### src/rtl/bids22_auc_if.sv
// Control/status bus between the host sequencer and the bids22 auction unit.
interface bids22_auc_if #(
  parameter int OP_W = 4
);
  logic [OP_W-1:0] C_op;
  logic [31:0]     C_data;
  logic            C_start;
  logic            ready;
  logic [1:0]      err;
  logic            roundOver;
  logic [31:0]     maxBid;
  logic            X_win;
  logic            Y_win;
  logic            Z_win;

  modport master (
    output C_op, C_data, C_start,
    input  ready, err, roundOver, maxBid, X_win, Y_win, Z_win
  );

  modport slave (
    input  C_op, C_data, C_start,
    output ready, err, roundOver, maxBid, X_win, Y_win, Z_win
  );
endinterface

### src/rtl/bids22_host_ctrl.sv
// Host-side sequencer: loads and locks the bids22 auction unit, runs one round,
// waits for roundOver (bounded by TIMEOUT) and returns the result over valid/ready.
module bids22_host_ctrl #(
  parameter int TIMEOUT = 1024,
  parameter int OP_W    = 4
) (
  input  logic               clk,
  input  logic               reset_n,
  input  logic               cfg_valid,
  output logic               cfg_ready,
  input  logic        [31:0] cfg_key,
  input  logic        [31:0] cfg_x_val,
  input  logic        [31:0] cfg_y_val,
  input  logic        [31:0] cfg_z_val,
  input  logic        [2:0]  cfg_mask,
  input  logic        [31:0] cfg_timer,
  input  logic        [31:0] cfg_cost,
  input  logic        [15:0] cfg_round_len,
  bids22_auc_if.master       auc,
  output logic               res_valid,
  input  logic               res_ready,
  output logic        [2:0]  res_status,
  output logic        [1:0]  res_winner,
  output logic        [31:0] res_maxbid,
  output logic        [1:0]  res_err
);

  localparam logic [OP_W-1:0] OP_NOOP    = OP_W'(0);
  localparam logic [OP_W-1:0] OP_UNLOCK  = OP_W'(1);
  localparam logic [OP_W-1:0] OP_LOCK    = OP_W'(2);
  localparam logic [OP_W-1:0] OP_LOADX   = OP_W'(3);
  localparam logic [OP_W-1:0] OP_LOADY   = OP_W'(4);
  localparam logic [OP_W-1:0] OP_LOADZ   = OP_W'(5);
  localparam logic [OP_W-1:0] OP_SETMASK = OP_W'(6);
  localparam logic [OP_W-1:0] OP_SETTMR  = OP_W'(7);
  localparam logic [OP_W-1:0] OP_BIDCHG  = OP_W'(8);

  localparam logic [31:0] WAIT_LAST = 32'(TIMEOUT - 1);

  typedef enum logic [2:0] {
    S_IDLE, S_ISSUE, S_CHECK, S_RUN, S_WAIT, S_DONE
  } state_t;

  state_t            state_q;
  logic              locked_q;
  logic [2:0]        step_q;
  logic [15:0]       run_cnt_q;
  logic [15:0]       run_last_q;
  logic [31:0]       wait_cnt_q;
  logic [31:0]       key_q, xval_q, yval_q, zval_q, timer_q, cost_q;
  logic [2:0]        mask_q;
  logic              cfg_ready_q;
  logic [OP_W-1:0]   c_op_q;
  logic [31:0]       c_data_q;
  logic              c_start_q;
  logic              res_valid_q;
  logic [2:0]        res_status_q;
  logic [1:0]        res_winner_q;
  logic [31:0]       res_maxbid_q;
  logic [1:0]        res_err_q;

  logic [OP_W-1:0]   step_op_d;
  logic [31:0]       step_data_d;
  logic [2:0]        win_status_d;
  logic [1:0]        win_winner_d;

  // Returns {status, winner}; multiple winners resolve by priority X > Y > Z.
  function automatic logic [4:0] decode_win(input logic x, input logic y, input logic z);
    logic [1:0] cnt;
    logic [1:0] who;
    logic [2:0] st;
    cnt = {1'b0, x} + {1'b0, y} + {1'b0, z};
    who = x ? 2'd1 : (y ? 2'd2 : (z ? 2'd3 : 2'd0));
    st  = (cnt == 2'd0) ? 3'd3 : ((cnt == 2'd1) ? 3'd0 : 3'd4);
    return {st, who};
  endfunction

  always_comb begin
    step_op_d   = OP_NOOP;
    step_data_d = '0;
    case (step_q)
      3'd0: begin step_op_d = OP_UNLOCK;  step_data_d = key_q;          end
      3'd1: begin step_op_d = OP_LOADX;   step_data_d = xval_q;         end
      3'd2: begin step_op_d = OP_LOADY;   step_data_d = yval_q;         end
      3'd3: begin step_op_d = OP_LOADZ;   step_data_d = zval_q;         end
      3'd4: begin step_op_d = OP_SETMASK; step_data_d = {29'b0, mask_q}; end
      3'd5: begin step_op_d = OP_SETTMR;  step_data_d = timer_q;        end
      3'd6: begin step_op_d = OP_BIDCHG;  step_data_d = cost_q;         end
      default: begin step_op_d = OP_LOCK; step_data_d = key_q;          end
    endcase
  end

  always_comb begin
    {win_status_d, win_winner_d} = decode_win(auc.X_win, auc.Y_win, auc.Z_win);
  end

  always_ff @(posedge clk) begin
    if (!reset_n) begin
      state_q      <= S_IDLE;
      locked_q     <= 1'b0;
      step_q       <= 3'd0;
      run_cnt_q    <= '0;
      wait_cnt_q   <= '0;
      cfg_ready_q  <= 1'b1;
      c_op_q       <= OP_NOOP;
      c_data_q     <= '0;
      c_start_q    <= 1'b0;
      res_valid_q  <= 1'b0;
      res_status_q <= '0;
      res_winner_q <= '0;
      res_maxbid_q <= '0;
      res_err_q    <= '0;
    end else begin
      case (state_q)
        S_IDLE: begin
          if (cfg_valid && cfg_ready_q) begin
            key_q       <= cfg_key;
            xval_q      <= cfg_x_val;
            yval_q      <= cfg_y_val;
            zval_q      <= cfg_z_val;
            mask_q      <= cfg_mask;
            timer_q     <= cfg_timer;
            cost_q      <= cfg_cost;
            run_last_q  <= (cfg_round_len == 16'd0) ? 16'd0 : cfg_round_len - 16'd1;
            step_q      <= locked_q ? 3'd0 : 3'd1;
            cfg_ready_q <= 1'b0;
            state_q     <= S_ISSUE;
          end
        end
        // Opcode is only presented when the unit can take it; otherwise NoOp.
        S_ISSUE: begin
          if (auc.ready) begin
            c_op_q   <= step_op_d;
            c_data_q <= step_data_d;
            state_q  <= S_CHECK;
          end else begin
            c_op_q   <= OP_NOOP;
            c_data_q <= '0;
          end
        end
        S_CHECK: begin
          c_op_q   <= OP_NOOP;
          c_data_q <= '0;
          if (auc.err != 2'b00) begin
            res_err_q    <= auc.err;
            res_status_q <= 3'd1;
            res_winner_q <= 2'd0;
            res_maxbid_q <= '0;
            res_valid_q  <= 1'b1;
            state_q      <= S_DONE;
          end else if (step_q == 3'd7) begin
            locked_q  <= 1'b1;
            c_start_q <= 1'b1;
            run_cnt_q <= '0;
            state_q   <= S_RUN;
          end else begin
            if (step_q == 3'd0) locked_q <= 1'b0;
            step_q  <= step_q + 3'd1;
            state_q <= S_ISSUE;
          end
        end
        // roundOver is deliberately ignored while the round is held open.
        S_RUN: begin
          if (run_cnt_q == run_last_q) begin
            c_start_q  <= 1'b0;
            wait_cnt_q <= '0;
            state_q    <= S_WAIT;
          end else begin
            run_cnt_q <= run_cnt_q + 16'd1;
          end
        end
        S_WAIT: begin
          if (auc.roundOver) begin
            res_status_q <= win_status_d;
            res_winner_q <= win_winner_d;
            res_maxbid_q <= auc.maxBid;
            res_err_q    <= 2'd0;
            res_valid_q  <= 1'b1;
            state_q      <= S_DONE;
          end else if (wait_cnt_q == WAIT_LAST) begin
            res_status_q <= 3'd2;
            res_winner_q <= 2'd0;
            res_maxbid_q <= '0;
            res_err_q    <= 2'd0;
            res_valid_q  <= 1'b1;
            state_q      <= S_DONE;
          end else begin
            wait_cnt_q <= wait_cnt_q + 32'd1;
          end
        end
        S_DONE: begin
          if (res_ready) begin
            res_valid_q <= 1'b0;
            cfg_ready_q <= 1'b1;
            state_q     <= S_IDLE;
          end
        end
        default: state_q <= S_IDLE;
      endcase
    end
  end

  assign cfg_ready   = cfg_ready_q;
  assign auc.C_op    = c_op_q;
  assign auc.C_data  = c_data_q;
  assign auc.C_start = c_start_q;
  assign res_valid   = res_valid_q;
  assign res_status  = res_status_q;
  assign res_winner  = res_winner_q;
  assign res_maxbid  = res_maxbid_q;
  assign res_err     = res_err_q;

endmodule

### src/flat_wrapper.sv
// flat-port wrapper written by rule: the top's interface ports become plain ports
module bids22_host_ctrl_flat 
#(
  parameter int TIMEOUT = 1024,
  parameter int OP_W    = 4
)
  (clk, reset_n, cfg_valid, cfg_ready, cfg_key, cfg_x_val, cfg_y_val, cfg_z_val, cfg_mask, cfg_timer, cfg_cost, cfg_round_len, res_valid, res_ready, res_status, res_winner, res_maxbid, res_err, auc_C_op, auc_C_data, auc_C_start, auc_ready, auc_err, auc_roundOver, auc_maxBid, auc_X_win, auc_Y_win, auc_Z_win);
  bids22_auc_if #(.OP_W(OP_W)) auc_i ();
  input  logic clk;
  input  logic reset_n;
  input  logic cfg_valid;
  output logic cfg_ready;
  input  logic        [31:0] cfg_key;
  input  logic        [31:0] cfg_x_val;
  input  logic        [31:0] cfg_y_val;
  input  logic        [31:0] cfg_z_val;
  input  logic        [2:0] cfg_mask;
  input  logic        [31:0] cfg_timer;
  input  logic        [31:0] cfg_cost;
  input  logic        [15:0] cfg_round_len;
  output logic res_valid;
  input  logic res_ready;
  output logic        [2:0] res_status;
  output logic        [1:0] res_winner;
  output logic        [31:0] res_maxbid;
  output logic        [1:0] res_err;
  output wire logic [$bits(auc_i.C_op)-1:0] auc_C_op;
  output wire logic [$bits(auc_i.C_data)-1:0] auc_C_data;
  output wire logic [$bits(auc_i.C_start)-1:0] auc_C_start;
  input wire logic [$bits(auc_i.ready)-1:0] auc_ready;
  input wire logic [$bits(auc_i.err)-1:0] auc_err;
  input wire logic [$bits(auc_i.roundOver)-1:0] auc_roundOver;
  input wire logic [$bits(auc_i.maxBid)-1:0] auc_maxBid;
  input wire logic [$bits(auc_i.X_win)-1:0] auc_X_win;
  input wire logic [$bits(auc_i.Y_win)-1:0] auc_Y_win;
  input wire logic [$bits(auc_i.Z_win)-1:0] auc_Z_win;
  assign auc_C_op = auc_i.C_op;
  assign auc_C_data = auc_i.C_data;
  assign auc_C_start = auc_i.C_start;
  assign auc_i.ready = auc_ready;
  assign auc_i.err = auc_err;
  assign auc_i.roundOver = auc_roundOver;
  assign auc_i.maxBid = auc_maxBid;
  assign auc_i.X_win = auc_X_win;
  assign auc_i.Y_win = auc_Y_win;
  assign auc_i.Z_win = auc_Z_win;
  bids22_host_ctrl #(.TIMEOUT(TIMEOUT), .OP_W(OP_W)) u_core (.clk(clk), .reset_n(reset_n), .cfg_valid(cfg_valid), .cfg_ready(cfg_ready), .cfg_key(cfg_key), .cfg_x_val(cfg_x_val), .cfg_y_val(cfg_y_val), .cfg_z_val(cfg_z_val), .cfg_mask(cfg_mask), .cfg_timer(cfg_timer), .cfg_cost(cfg_cost), .cfg_round_len(cfg_round_len), .auc(auc_i), .res_valid(res_valid), .res_ready(res_ready), .res_status(res_status), .res_winner(res_winner), .res_maxbid(res_maxbid), .res_err(res_err));
endmodule
### config.mk
export PLATFORM = sky130hd
export DESIGN_NAME = bids22_host_ctrl_flat
export DESIGN_NICKNAME = d
export VERILOG_FILES = /design/src/rtl/bids22_auc_if.sv /design/src/rtl/bids22_host_ctrl.sv /design/src/flat_wrapper.sv
export SDC_FILE = /design/constraint.sdc
export NUM_CORES = 1
export LEC_CHECK = 0
export BUFFER_PORTS_ARGS = -buffer_cell sky130_fd_sc_hd__buf_2
export CAP_MARGIN = 20
export CORE_UTILIZATION = 54
export DETAILED_ROUTE_END_ITERATION = 10
export PLACE_DENSITY = 0.8
export REMOVE_ABC_BUFFERS = 1
export SLEW_MARGIN = 20
export SYNTH_ARGS = -nofsm -noshare
export SYNTH_HDL_FRONTEND = slang
export SYNTH_SLANG_ARGS = --single-unit
### constraint.sdc
create_clock -name clk -period 32.7 [get_ports clk]
set_input_delay 6.54 -clock clk [delete_from_list [all_inputs] [get_ports clk]]
set_output_delay 6.54 -clock clk [all_outputs]
set_load 0.1 [all_outputs]
# After elaboration in Yosys (flattened, before gate mapping)

Index checks and enable logic that the tools add are counted.

Register bits: 344
Input port bits: 254

Bitwise operators: 1
Reductions and logical operators: 24
Add/sub/neg operators: 6
Eq/ne operators: 27
Mux-type cells: 62

Operators by type and width:

| operator                | count |
|---|---|
| $mux W32                | 7 |
| $pmux W32 S2            | 3 |
| $pmux W32 S6            | 1 |
| $mux W16                | 3 |
| $mux W3                 | 15 |
| $add A32 B1 Y32 const B | 1 |
| $eq A32 B10 Y1 const B  | 1 |
| $pmux W16 S2            | 1 |
| $pmux W4 S7             | 1 |
| $reduce_and A4 Y1       | 5 |
| $eq A3 B3 Y1 const B    | 6 |
| $mux W2                 | 9 |
| $pmux W3 S6             | 1 |
| $add A16 B1 Y16 const B | 1 |
| $eq A16 B16 Y1          | 1 |
| $logic_not A16 Y1       | 1 |
| $reduce_bool A2 Y1      | 8 |
| $sub A16 B1 Y16 const B | 1 |
| $ne A2 B2 Y1 const B    | 7 |
| $eq A3 B2 Y1 const B    | 4 |
| $mux W1                 | 12 |
| $pmux W3 S2             | 2 |
| $reduce_and A3 Y1       | 4 |
| $ne A2 B1 Y1 const B    | 4 |
| 17 further kinds        | 21 |

# Depth between registers and ports, before layout

Gate-level depths: netlist of run 1.

Word-level depth: 7
Depth in mapped cells: 11
Depth with buffers taken out: 8

# Worst setup path before layout of run 1

Ideal clock, no wire load.

Path type: in2reg
Start point: input port reset_n
End point: register u_core.cost_q[0], enable pin
Data arrival time: 28.265 ns
Library setup time: 1.375 ns
Slack: 3.060 ns
Buffers on the path: 1
Cell stages on the path: 3
Required time: 31.325 ns
Path through: inv_1 > clkbuf_1 > nor4b_1

Longest elaborated chain between the ends: 1

Ends and longest elaborated chain:

| item                               | line                    | source |
|---|---|---|
| from (decl)                        | flat_wrapper.sv:10      | `input logic reset_n;` |
| $reduce_and A3 Y1 (no source line) | n/a                     |  |
| to (signal assigned)               | bids22_host_ctrl.sv:123 | `cost_q <= cfg_cost;` |
| to (decl)                          | bids22_host_ctrl.sv:50  | `logic [31:0] key_q, xval_q, yval_q, zval_q, timer_q, cost_q;` |

No other way between the ends.
A chain may end at the register's enable or synchronous reset.

# Final worst setup path of run 1

Start point: input port reset_n
End point: register u_core.key_q[3], enable pin

Longest elaborated chain between the ends: 1

Ends and longest elaborated chain:

| item                               | line                    | source |
|---|---|---|
| $reduce_and A3 Y1 (no source line) | n/a                     |  |
| to (signal assigned)               | bids22_host_ctrl.sv:117 | `key_q <= cfg_key;` |
| to (decl)                          | bids22_host_ctrl.sv:50  |  |

No other way between the ends.

==> results of run 1 <==
[report_power, final]
part | leakage [nW] | internal, mW | switching (mW) | total [mW]
Sequential | 3.01 | 0.507 | 0.0162 | 0.523
Combinational | 2.88 | 0.0445 | 0.134 | 0.179
Clock | 0.587 | 0.243 | 0.164 | 0.406
Total | 6.48 | 0.794 | 0.314 | 1.11
[cells by family (layout without fill, tap and decap cells)]
logic type,Yosys count,in the layout
flops,344,344
simple gates,330,330
compound gates,324,324
buf+inv,83,427
xor+xnor,29,29
fa+ha+maj,13,13
mux,12,12
other cells,0,13
[cells in the mapped netlist (2+ instances only)]
master	instances	area share
nor2b_1	3	0.0014
nand3_1	31	0.011
dfxtp_1	133	0.19
nand4b_1	2	0.0013
or4_1	15	0.0082
nor3b_1	2	0.0011
a22oi_1	32	0.017
and3_1	8	0.0036
o211ai_1	3	0.0016
ha_1	12	0.011
o31a_1	2	0.0013
o21ai_1	12	0.0044
mux2_2	6	0.0049
nor4_1	22	0.010
a21oi_1	83	0.030
nor2_1	64	0.017
and4_1	7	0.0044
or3_1	8	0.0036
a211oi_2	2	0.0018
buf_1	3	0.00082
a22o_1	35	0.022
a311oi_1	8	0.0051
nor3_2	4	0.0029
nand2_1	88	0.024
a222oi_1	29	0.021
mux2i_1	6	0.0044
nand4_1	13	0.0059
buf_2	8	0.0029
o31ai_1	10	0.0054
o21ai_0	73	0.027
clkbuf_1	56	0.015
inv_1	14	0.0038
and2_1	40	0.018
a31o_2	4	0.0025
buf_6	2	0.0016
a31oi_1	12	0.0054
edfxtp_1	211	0.46
a32o_1	2	0.0015
nand2b_1	7	0.0032
nor3_1	9	0.0033
a221oi_1	5	0.0032
xor2_1	19	0.012
xnor2_1	10	0.0064
[worst reg2reg max path: stages (launching register included)]
cell and delay [ns]:
dfxtp_1 0.41, ha_1 0.29, inv_1 0.06, or4_1 0.67
nor3_2 0.29, a2bb2oi_1 0.79, nor2_1 0.12, o221a_1 0.27
[stage by stage]
stage               total power [mW]  cell area (sq um)
floorplan                      0.675              13500
global placement               0.704              15700
detailed placement             0.709              15700
CTS                             1.11              16900
global route                    1.15              17000
finish                          1.11              17000
[layer usage]
layer,vias to the layer above,GRT usage,part of all wire,wire [um]
met1,5080,0.320,0.39,14000
li1,5012,-,-,-
met2,536,0.471,0.49,17800
met4,2,0.140,0.038,1370
met5,-,0,0.00036,13
met3,84,0.0508,0.084,3040
[final timing paths]
check | to | slack [ns] | cells after the start
max | u_core.key_q[3] | 24.12 | 4
min | u_core.auc.C_op[1] | 0.45 | 2
max reg2reg | u_core.wait_cnt_q[17] | 29.69 | 7
min reg2reg | u_core.auc.C_op[1] | 0.45 | 2
[state kept, by name (all words and copies together), names as in the netlist, 3 cells and up]
register,cells
u_core.mask_q,3
u_core.auc.C_op,4
u_core.res_maxbid,32
u_core.yval_q,32
u_core.res_status,3
u_core.run_cnt_q,16
u_core.key_q,32
u_core.auc.C_data,32
u_core.xval_q,32
u_core.run_last_q,16
u_core.cost_q,32
u_core.timer_q,32
u_core.wait_cnt_q,32
u_core.state_q,3
u_core.step_q,3
u_core.zval_q,32
[layout make-up]
class / instances / area (sq um)
inverter: 14 / 52.6
fill: 1874 / 8130
sequential: 344 / 9000
tap: 330 / 413
antenna: 13 / 32.5
timing repair buffer: 347 / 1790
clock buffer: 59 / 1110
clock inverter: 7 / 90.1
multi-input combinational: 708 / 4490
==> results.py, run 1 <==
metrics = {
    "outcome": {
        "status": "completed",
    },
    "cts": {
        "hold_buffers": 0,
        "path_clk_slew_ns": 0.06,
        "root_buffer": "clkbuf_16",
        "cts_resized": 0,
        "cts_buffers": 36,
        "clkLatencyLatePin_ns": 0.53,
        "max-clock-path-buffers": 3,
        "cts_num_sinks": 344,
        "cts_setup_buffers": 0,
        "cts_tree": "done",
        "h-tree-depth": 2,
    },
    "worst_setup_path": {
        "start_kind": "input pin",
        "worstReg2RegStart": "u_core.wait_cnt_q[0]",
        "worstSetupPathType": "in -> reg",
        "cp.required_ns": 32.84,
        "cp-startpoint": "reset_n",
        "crit_chain": "buf_2 -> inv_1 -> nor4b_2 -> buf_12",
        "cp.arrival_ns": 8.72,
        "slowest_delay_ns": 0.70,
        "cp_top_family": "buffers and inverters",
        "worst-path-buf-inv": 3,
        "slowest_stage": "buf_12",
        "critPathMaxFanout": 181,
        "end_kind": "register",
    },
    "routing": {
        "vias_per_cell": 5.88,
        "wl_per_cell_um": 19.9,
        "dr_total_vias": 10700,
        "first_pass_iters": 6,
        "ant_nets": 0,
        "first_iter_violations": 1018,
        "routed_wl_mm": 36.2,
        "drcViolationCount": 0,
    },
    "floorplan": {
        "fp-row-count": 58,
        "start_util": 0.549,
        "core_area_sq_mm": 0.0251,
        "dieArea_sq_mm": 0.0262,
        "fp.dieW_um": 162,
        "ios": 332,
        "die_h_um": 162,
    },
    "global_routing": {
        "track_usage": 0.271,
        "overflow": 0,
        "grt_pass1_wl_mm": 54.8,
        "antenna_found_initial": 15,
        "grt_pass1_vias": 10500,
        "grt_max_degree": 182,
    },
    "yosys": {
        "synthXorXnorAreaFrac": 0.0184,
        "synth-simple-area-share": 0.124,
        "syn_inst": 1135,
        "synth_edf_count": 211,
        "synth_top_family_by_area": "compound AO/OA/AOI/OAI gates",
        "syn_area_per_cell_sq_um": 12.1,
        "synth-compound-area-share": 0.158,
        "yosysWarnings": 0,
        "ys_ff_latch": 344,
        "postSynth.asyncResetShare": 0,
        "ys.flop_type": "edfxtp_1",
        "synthDistinctLibCells": 63,
        "synthAdderAreaFrac": 0.0123,
        "ys_seq_area_frac": 0.653,
        "synth.area.mux_share": 0.00926,
        "netlist_area_sq_mm": 0.0138,
    },
    "sta": {
        "period_share": 0.262,
        "max_freq_mhz": 117,
        "finalMaxSlewViolations": 0,
        "slew_headroom": 0.297,
        "timing.hold.ws_ns": 0.455,
        "hold_violations": 0,
        "min_period_ns": 8.58,
        "finalWorstSetupSlack_ns": 24.12,
        "rsz0062_at_grt": "no",
        "setup_viol": 0,
        "tns_ns": 0,
        "clock_skew_ns": 0.0178,
        "worst_slew_pin_slew_ns": 1.05,
    },
    "power_and_ir_drop": {
        "ir_drop_mv": 0.0462,
        "power.leakage_nw": 6.48,
        "p_per_area_mw_per_mm2": 65.3,
    },
    "layout": {
        "final_nets": 1718,
        "final_cell_mix": "buf_2 (331), edfxtp_1 (211), dfxtp_1 (132)",
        "syn_to_final_growth_pct": 23.2,
        "final_util": 0.676,
        "finalNonFillerCells": 1822,
        "drive_above_1_share": 0.291,
        "final_common_cell": "buf_2",
    },
    "placed_design": {
        "placed_cells": 1743,
        "dp_slack_ns": 23.63,
        "dpl.hpwl_mm": 24.1,
        "gp_congestion": 0.877,
        "io_buffers": 331,
    },
    "hold_path": {
        "worstHoldStart": "u_core.auc.C_op[1]",
        "hold_class": "reg -> reg",
    },
    "flow_run": {
        "cap_viol_max_count": 0,
    },
}
No activity file was read; power rests on OpenSTA's default activity.
==> run 2: changes to the inputs <==
- clock period: 32.7 -> 8.2 ns (I/O delays scaled with it)
==> run 2 against run 1 <==
Via count up 0.28%. Die area unchanged. Register-to-register slack worse by 24 ns. Global-route usage about the same. Routed wire length barely moved. Total power increased to 4.0 times the previous value. Clock power increased to 3.9 times the previous value. Worst hold slack better by 0.011 ns. Combinational power increased to 4.0 times the previous value. Flip-flop and latch count is the same. Critical path type unchanged. Largest cell class unchanged. Highest routed layer unchanged.
==> results.py, run 2 (synthesis gave the netlist of run 1 again) <==
metrics = {
    "global_routing": {
        "track_usage": 0.271,
        "overflow": 0,
        "antenna_found_initial": 12,
        "grt_max_degree": 213,
        "grt_pass1_wl_mm": 54.9,
        "grt_pass1_vias": 10400,
    },
    "layout": {
        "syn_to_final_growth_pct": 23.0,
        "drive_above_1_share": 0.290,
        "finalNonFillerCells": 1821,
        "final_util": 0.675,
        "register_area_sq_mm": 0.00900,
        "final_cell_mix": "buf_2 (332), edfxtp_1 (211), dfxtp_1 (132)",
        "multi_input_area_sq_mm": 0.00449,
        "final_nets": 1718,
        "final_common_cell": "buf_2",
        "final.fill_count": 1864,
    },
    "worst_setup_path": {
        "cp_top_family": "buffers and inverters",
        "cp.required_ns": 8.34,
        "start_kind": "input pin",
        "critPathMaxFanout": 154,
        "slowest_delay_ns": 0.51,
        "end_kind": "register",
        "cp.arrival_ns": 3.71,
        "worst-path-buf-inv": 5,
        "crit_chain": "buf_2 -> buf_4 -> inv_1 -> nor4b_2 -> buf_12 -> buf_16",
        "slowest_stage": "buf_16",
        "worstSetupPathType": "in -> reg",
    },
    "sta": {
        "period_share": 0.436,
        "rsz0062_at_grt": "no",
        "hold_violations": 0,
        "max_freq_mhz": 279,
        "clock_skew_ns": 0.0104,
        "worst_slew_pin_slew_ns": 0.967,
        "finalMaxSlewViolations": 0,
        "slew_headroom": 0.355,
        "setup_viol": 0,
        "min_period_ns": 3.58,
    },
    "routing": {
        "vias_per_cell": 5.90,
        "first_pass_iters": 6,
        "routed_wl_mm": 36.2,
        "dr_total_vias": 10700,
        "drcViolationCount": 0,
        "first_iter_violations": 1065,
        "wl_per_cell_um": 19.9,
        "ant_nets": 0,
    },
    "power_and_ir_drop": {
        "power_mw": 4.41,
        "p_per_area_mw_per_mm2": 260,
        "combPwrFrac": 0.163,
        "power.leakage_nw": 6.47,
        "ir_drop_mv": 0.214,
        "seq_power_share": 0.473,
        "p_switching_mw": 1.25,
        "power_frac_clock": 0.364,
        "intPower_mw": 3.15,
        "switching_share": 0.284,
    },
    "placed_design": {
        "gp_congestion": 0.861,
        "io_buffers": 331,
        "dpl.hpwl_mm": 24.2,
        "placed_cells": 1741,
    },
    "cts": {
        "root_buffer": "clkbuf_16",
        "cts_tree": "done",
        "cts_resized": 0,
        "h-tree-depth": 2,
        "cts_num_sinks": 344,
        "hold_buffers": 0,
        "cts_buffers": 36,
        "clkLatencyLatePin_ns": 0.51,
        "cts_setup_buffers": 0,
        "path_clk_slew_ns": 0.06,
        "max-clock-path-buffers": 3,
    },
    "outcome": {
        "status": "completed",
    },
    "flow_run": {
        "cap_viol_max_count": 0,
    },
    "floorplan": {
        "dieArea_sq_mm": 0.0262,
        "fp-row-count": 58,
        "core_area_sq_mm": 0.0251,
        "die_h_um": 162,
        "start_util": 0.549,
        "fp.dieW_um": 162,
        "ios": 332,
    },
    "hold_path": {
        "hold_class": "reg -> reg",
    },
}
## run 2: changes by cell type in the layout (fill, tap and decap cells not counted)
| cell | change |
|---|---|
| buf_16 | +1 |
| diode_2 | -1 |
| buf_4 | -2 |
| clkinv_2 | +4 |
| inv_6 | +1 |
| buf_2 | +1 |
| clkbuf_1 | -5 |
| bufinv_16 | +2 |
| clkinv_8 | -1 |
| clkbuf_8 | -5 |
| clkbuf_16 | -1 |
| clkinv_1 | +6 |
| inv_16 | -1 |
## run 2: worst min-delay path: stages (launching register included)
cell	delay [ns]
dfxtp_1	0.31
nand2_1	0.05
a21oi_1	0.05
## run 2: final cells by class
class	instances	area share
clock inverters	18	0.00974
clock buffers	48	0.0589
flip-flops and latches	344	0.531
diodes	12	0.00177
well taps	330	0.0244
repair buffers	347	0.107
inverters	14	0.00310
multi-input cells	708	0.265
## run 2: per-stage QoR
step                worst slack, ns  setup TNS [ns]  instance area (sq um)  hold WS, ns
floorplan                    -16.69        -3536.30                  13500        0.452
global placement               4.25               0                  15700        0.441
detailed placement             4.21               0                  15700        0.457
CTS                            4.76               0                  16900        0.466
global route                   4.52               0                  17000        0.485
finish                         4.62               0                  17000        0.466
## run 2: power groups by stage
| stage | Clock [mW] | Sequential [mW] | Combinational (mW) |
|---|---|---|---|
| 2_1_floorplan | 0 | 2.42 | 0.271 |
| 3_3_place_gp | 0 | 2.11 | 0.697 |
| 3_5_place_dp | 0 | 2.12 | 0.712 |
| 4_1_cts | 1.62 | 2.09 | 0.713 |
| 5_1_grt | 1.69 | 2.10 | 0.770 |
| 6_report | 1.60 | 2.09 | 0.717 |
## run 2: worst paths after layout
kind,from,end,slack [ns],depth (start not counted)
setup / recovery,reset_n,u_core.timer_q[3],4.62,6
hold / removal,u_core.auc.C_op[1],u_core.auc.C_op[1],0.47,2
setup reg to reg,u_core.wait_cnt_q[0],u_core.wait_cnt_q[26],5.23,7
hold reg to reg,u_core.auc.C_op[1],u_core.auc.C_op[1],0.47,2
## run 2: routing by layer
metal | up-vias | track usage | wire [um]
met5 | - | 0 | 11
met4 | 2 | 0.114 | 1180
met3 | 73 | 0.0638 | 3260
met2 | 535 | 0.465 | 17700
met1 | 5107 | 0.327 | 14100
li1 | 5027 | - | -
